### config.mk
export PLATFORM = sky130hd
export DESIGN_NAME = bht_predictor
export DESIGN_NICKNAME = d
export VERILOG_FILES = /design/src/rtl/bht_predictor.sv
export SDC_FILE = /design/constraint.sdc
export NUM_CORES = 1
export LEC_CHECK = 0
export CAP_MARGIN = 20
export CORE_UTILIZATION = 33
export CTS_CLUSTER_DIAMETER = 50
export DETAILED_ROUTE_END_ITERATION = 6
export MAX_ROUTING_LAYER = met4
export PLACE_DENSITY = 0.58
export SLEW_MARGIN = 0
export SYNTH_ARGS = -nofsm -noshare
export SYNTH_HDL_FRONTEND = slang
export SYNTH_SLANG_ARGS = --single-unit
### constraint.sdc
create_clock -name clk_in -period 15.49 [get_ports clk_in]
set_input_delay 1.549 -clock clk_in [delete_from_list [all_inputs] [get_ports clk_in]]
set_output_delay 1.549 -clock clk_in [all_outputs]
set_load 0.03 [all_outputs]
### src/rtl/bht_predictor.sv
`default_nettype none
// ============================================================================
// Module   : bht_predictor
// Brief    : Table of saturating taken/not-taken counters. It is queried with a
//            fetch PC and trained by resolved branches, in bimodal or gshare mode.
// Revision : 1.0
// ============================================================================
module bht_predictor #(
    parameter int INDEX_W  = 8,
    parameter int CTR_W    = 2,
    parameter int INIT_VAL = 1,
    parameter int PC_LSB   = 2,
    parameter int GSHARE   = 0
) (
    input  logic               clk_in,
    input  logic               rst_in,
    input  logic               rdy_in,
    input  logic               query_valid,
    input  logic [31:0]        query_pc,
    output logic               predict_valid,
    output logic               predict_taken,
    output logic [INDEX_W-1:0] predict_idx,
    input  logic               update_valid,
    input  logic [INDEX_W-1:0] update_idx,
    input  logic               update_taken
);

    localparam int               c_ENTRIES = 2 ** INDEX_W;
    localparam logic [CTR_W-1:0] c_MAX     = {CTR_W{1'b1}};
    localparam logic [CTR_W-1:0] c_ZERO    = '0;
    localparam logic [CTR_W-1:0] c_INIT    = CTR_W'(INIT_VAL);

    logic [CTR_W-1:0]   r_ctr_q [c_ENTRIES];
    logic [CTR_W-1:0]   w_ctr_d [c_ENTRIES];
    logic [INDEX_W-1:0] r_ghr_q, w_ghr_d;
    logic               r_pvalid_q, w_pvalid_d;
    logic               r_ptaken_q, w_ptaken_d;
    logic [INDEX_W-1:0] r_pidx_q, w_pidx_d;

    logic [INDEX_W-1:0] w_query_idx;
    logic [CTR_W-1:0]   w_upd_old;
    logic [CTR_W-1:0]   w_upd_new;
    logic               w_unused_pc;

    // The history seen by a query is the value before this cycle's shift.
    assign w_query_idx = (GSHARE != 0) ? (query_pc[PC_LSB +: INDEX_W] ^ r_ghr_q)
                                       : query_pc[PC_LSB +: INDEX_W];
    assign w_unused_pc = ^query_pc;

    assign w_upd_old = r_ctr_q[update_idx];

    always_comb begin
        w_upd_new = w_upd_old;
        if (update_taken) begin
            if (w_upd_old != c_MAX) begin
                w_upd_new = w_upd_old + CTR_W'(1);
            end
        end else begin
            if (w_upd_old != c_ZERO) begin
                w_upd_new = w_upd_old - CTR_W'(1);
            end
        end
    end

    always_comb begin
        w_ctr_d    = r_ctr_q;
        w_ghr_d    = r_ghr_q;
        w_pvalid_d = r_pvalid_q;
        w_ptaken_d = r_ptaken_q;
        w_pidx_d   = r_pidx_q;
        if (rdy_in) begin
            // The prediction reads r_ctr_q, so a same-cycle update is not bypassed.
            w_pvalid_d = query_valid;
            if (query_valid) begin
                w_ptaken_d = r_ctr_q[w_query_idx][CTR_W-1];
                w_pidx_d   = w_query_idx;
            end
            if (update_valid) begin
                w_ctr_d[update_idx] = w_upd_new;
                if (GSHARE != 0) begin
                    w_ghr_d = {r_ghr_q[INDEX_W-2:0], update_taken};
                end
            end
        end
    end

    always_ff @(posedge clk_in or posedge rst_in) begin
        if (rst_in) begin
            for (int i = 0; i < c_ENTRIES; i++) begin
                r_ctr_q[i] <= c_INIT;
            end
            r_ghr_q    <= '0;
            r_pvalid_q <= 1'b0;
            r_ptaken_q <= 1'b0;
            r_pidx_q   <= '0;
        end else begin
            r_ctr_q    <= w_ctr_d;
            r_ghr_q    <= w_ghr_d;
            r_pvalid_q <= w_pvalid_d;
            r_ptaken_q <= w_ptaken_d;
            r_pidx_q   <= w_pidx_d;
        end
    end

    assign predict_valid = r_pvalid_q;
    assign predict_taken = r_ptaken_q;
    assign predict_idx   = r_pidx_q;

endmodule
`default_nettype wire

== Yosys cells after proc, flatten, opt, wreduce, memory -nomap -nowiden ==
Cells that the tools add are included.

* Register bits: 522
* Input bits: 46
* Word-level logic and storage cells: 283

* Add/subtract/negate cells: 2
* Magnitude comparators: 3
* Equality and inequality tests: 1
* Muxes and demuxes: 12
* Bitwise gates (word level): 2
* Reduce and logical (&&, ||, !) cells: 4

{| class="wikitable"
|+ Operators by type and width
! operator !! number
|-
| $bwmux W512 || 1
|-
| $bmux W2 S8 || 2
|-
| $ge A9 B9 Y1 const B || 2
|-
| $not A8 Y9 || 2
|-
| $demux W2 S8 || 1
|-
| $mux W2 || 8
|-
| $lt A9 B1 Y1 const B || 1
|-
| $reduce_and A2 Y1 || 2
|-
| $add A2 B1 Y2 const B || 1
|-
| $ne A2 B2 Y1 const B || 1
|-
| $reduce_bool A2 Y1 || 1
|-
| $sub A2 B1 Y2 const B || 1
|-
| $logic_and A1 B1 Y1 || 1
|}

== Logic depth before layout (Yosys ltp) ==
* Depth after elaboration: 8
* Depth in mapped cells: 15

== Least setup slack after synthesis ==
OpenSTA, ideal clock, no wires.

* Path type: in2reg
* From: in update_idx[1]
* To: reg r_ctr_q[120] (netlist bit)
* Setup time: 70 ps
* Data arrival time: 4112 ps
* Data required time: 15420 ps
* Path slack: 11308 ps
* Cell stages on the path: 12
* Buffers on the path: 5
* Cell sequence: buf_2 > clkbuf_1 > buf_2 > mux4_2 > o211ai_1 > o2111ai_1 > nor4_2 > o211ai_1 > maj3_2 > buf_6 > buf_6 > o21ai_2

* Longest elaborated chain between the ends: 8

{| class="wikitable"
|+ Ends and longest elaborated chain
! item !! line !! source
|-
| start, declared || 24 || <nowiki>input logic [INDEX_W-1:0] update_idx,</nowiki>
|-
| $not A8 Y9 (not written as such) * || 50, 79 ||
|-
| $bmux W2 S8 || 50 || <nowiki>assign w_upd_old = r_ctr_q[update_idx];</nowiki>
|-
| $mux W2 (not written as such) (2 in a row) || 50 ||
|-
| $sub A2 B1 Y2 (tied with other cells) || 60 || <nowiki>w_upd_new = w_upd_old - CTR_W'(1);</nowiki>
|-
| $mux W2 (on tied branches) || 59, 55 ||
|-
| $mux W2 || 54 || <nowiki>if (update_taken) begin</nowiki>
|-
| $bwmux W512 * || 79 || <nowiki>w_ctr_d[update_idx] = w_upd_new;</nowiki>
|-
| end signal, assigned by index || 90 || <nowiki>r_ctr_q[i] <= c_INIT;</nowiki>
|-
| end signal, assigned || 97 || <nowiki>r_ctr_q <= w_ctr_d;</nowiki>
|-
| end, declared || 33 || <nowiki>logic [CTR_W-1:0] r_ctr_q [c_ENTRIES];</nowiki>
|}

Mark *: on every way between the ends. The rest lies on a longest branch, timed or not. The select of a mux whose other input is x is not followed.
A chain may end at the register's enable or synchronous reset.

== Final worst setup path ==
* From: in update_idx[0]
* To: reg r_ctr_q[244] (netlist bit)

The elaborated chain is that of the path after synthesis.

==> reports/metrics.yaml <==
synth.distinct_cells: 65
switching_power_mw: 0.856
worst-endpoint-required_ps: 15980
crit_family: "buffers and inverters"
grt_max_degree: 168
cts_max_path_buffers: 3
finalNonFillerCells: 3578
status: "complete, no violations"
cts_sinks: 522
critical_path.max_stage_delay_ps: 740
synth_edf_count: 0
crit_buf_inv: 4
power_density_nw_per_um2: 112
p_sw_share_pct: 25.4
totalWireLength_microns: 81700
antenna_found_initial: 1
insertion_delay_ps: 610
period_minus_slack_ps: 6750
clockPowerShare_pct: 47.4
start_util_pct: 33.3
drive_above_1_share_pct: 29.2
setup_ws_ps: 8740
syn_avg_cell_area_sq_um: 10.8
worst_pin_slew_ps: 1080
netlist_top_cells_area: "dfstp_2 25%, dfrtp_1 25%, mux4_2 15%, nand2_1 11%, o21ai_0 4.1%"
rsz0062_at_grt: "no"
hold_path_class: "flop to flop"
ys_ff_latch: 522
path_class: "primary input to flop"
syn_nets: 2525
cts-buffers-inserted: 66
vdd_drop_max_mv: 0.0680
fmax_ghz: 0.148
coreArea_sq_um: 80400
synth_top_area_share_pct: 25.1
grt_usage_pct: 20.6
post-route-period-util_pct: 43.6
synth_ff_type: "dfrtp_1"
wl_per_cell_microns: 22.8
holdWs_ps: 459
grt_pass1_vias: 19800
ant_nets: 0
startpoint_type: "primary input"
path_cells: "buf_8 -> buf_12 -> mux4_2 -> mux4_2 -> o21ai_1 -> nand3_1 -> o22ai_1 -> maj3_4 -> buf_4 -> buf_4 -> o21ai_1"
synth_largest_area_cell: "dfstp_2"
dr_total_vias: 19700
post-cts-setup-buffer-count: 0
crit_path_end_kind: "flop"
dpl.hpwl_microns: 49100
leakage_nw: 11.3
ctsHoldBuffers: 0
clock_tree.root_cell: "clkbuf_16"
skew_ps: 26.1
die-area_sq_um: 82200
first_iter_violations: 1726
io_buffers: 31
drc: 0
critical_path.max_fanout: 102
synthArstFlopShare_pct: 100
rows: 104
drtPass1Iterations: 6
htree_levels: 3
dp_cells: 3450
finalWeightedCongestion: 0.844
grt_pass1_wl_microns: 124000
comb_power_share_pct: 9.6
yosysWarnings: 0
fin_util_pct: 37.4
io_pins: 56
nets: 2510
die_w_microns: 287
place_area_sq_um: 27700
die_height_microns: 287
yosysMostFrequentCell: "nand2_1"
grt.overflow.total: 0
power.total_mw: 3.38
seqPwrFrac_pct: 43.0
cts_tree: "done"
slew_headroom_pct: 27.9
ys_top_cells_by_count: "797 x nand2_1, 266 x dfrtp_1, 256 x dfstp_2"
viasPerCell: 5.51
synth_cells: 2479
finalSetupViolCount: 0
synth_area_sq_um: 26800
clk_pin_slew_worst_paths_ps: 60
fillers: 7731
pre_cts_ws_ps: 7720
fin_tns_setup_ps: 0
cp_slowest_cell: "maj3_4"
finalHoldViolations: 0
yosysSeqAreaShare_pct: 50.0
fin_area_sq_um: 30100
arrival_ps: 7230
cts_resized: 0
internal_power_mw: 2.52
area.growth.synth_to_final_pct: 12.5
cap_violations: 0
slew_viol_final: 0
[placed cells by master (no fill, tap or decap), drive strengths merged, types with 25 or more instances in the layout]
cell type	count
dfstp	256
mux2i	74
a22oi	36
mux4	174
clkdlybuf4s50	25
nand2	797
dfrtp	266
clkbuf	101
nor2	36
buf	58
o21ai	523
[layout make-up]
| cell class | instances | area (sq um) | area share, % |
|---|---|---|---|
| clock inverters | 19 | 269 | 0.894 |
| diodes | 2 | 5.00 | 0.0166 |
| flip-flops and latches | 522 | 13400 | 44.5 |
| multi-input cells | 1782 | 12300 | 40.9 |
| well taps | 1060 | 1330 | 4.41 |
| inverters | 9 | 37.5 | 0.125 |
| repair buffers | 83 | 758 | 2.52 |
| clock buffers | 101 | 2010 | 6.68 |
[path summary, 6_finish.rpt]
path | start | to | slack (ps) | cells past startpoint
setup / recovery | update_idx[0] | r_ctr_q[244] | 8740 | 11
hold / removal | r_ctr_q[358] | r_ctr_q[358] | 460 | 2
setup reg to reg | r_ctr_q[30] | r_ctr_q[244] | 10670 | 10
hold reg to reg | r_ctr_q[358] | r_ctr_q[358] | 460 | 2
max in group asynchronous | rst_in | r_ctr_q[411] | 10890 | 6
min in group asynchronous | rst_in | r_ctr_q[449] | 1500 | 3
[power by group through the flow]
stage,registers (mW),clock network [mW],logic (mW)
floorplan,1.47,0,0.245
global placement,1.47,0,0.313
detailed placement,1.47,0,0.320
CTS,1.45,1.63,0.320
global route,1.46,1.69,0.347
finish,1.45,1.60,0.323
[worst register-to-register path, cell delays in order (launching register included)]
cell	delay (ps)
dfstp_2	530
mux4_2	220
nand2_1	50
and3_1	200
a2111oi_0	860
nor4_2	160
o211ai_1	180
maj3_4	720
buf_4	710
buf_4	750
o21ai_1	300
[per-layer routing]
metal / up-vias / track usage (%) / share of wire (%)
met5: - / - / 0
met3: 168 / 3.93 / 7.5
met2: 720 / 32.2 / 48
met1: 9950 / 26.6 / 42
li1: 8879 / - / -
met4: 0 / 7.65 / 3.3
[cells by family after synthesis]
| kind of cell | after synthesis | synth area share (%) |
|---|---|---|
| adders and majority gates | 2 | 0.0842 |
| DFF | 522 | 50.0 |
| AOI/OAI and AO/OA | 621 | 14.1 |
| muxes | 260 | 17.9 |
| buffers and inverters | 175 | 4.57 |
| and+or+nand+nor | 899 | 13.3 |
[registers in the layout (all words and copies together), names as in the netlist]
name,count
predict_taken,1
predict_idx,8
predict_valid,1
r_ctr_q,512
No activity file was read; power rests on OpenSTA's default activity.
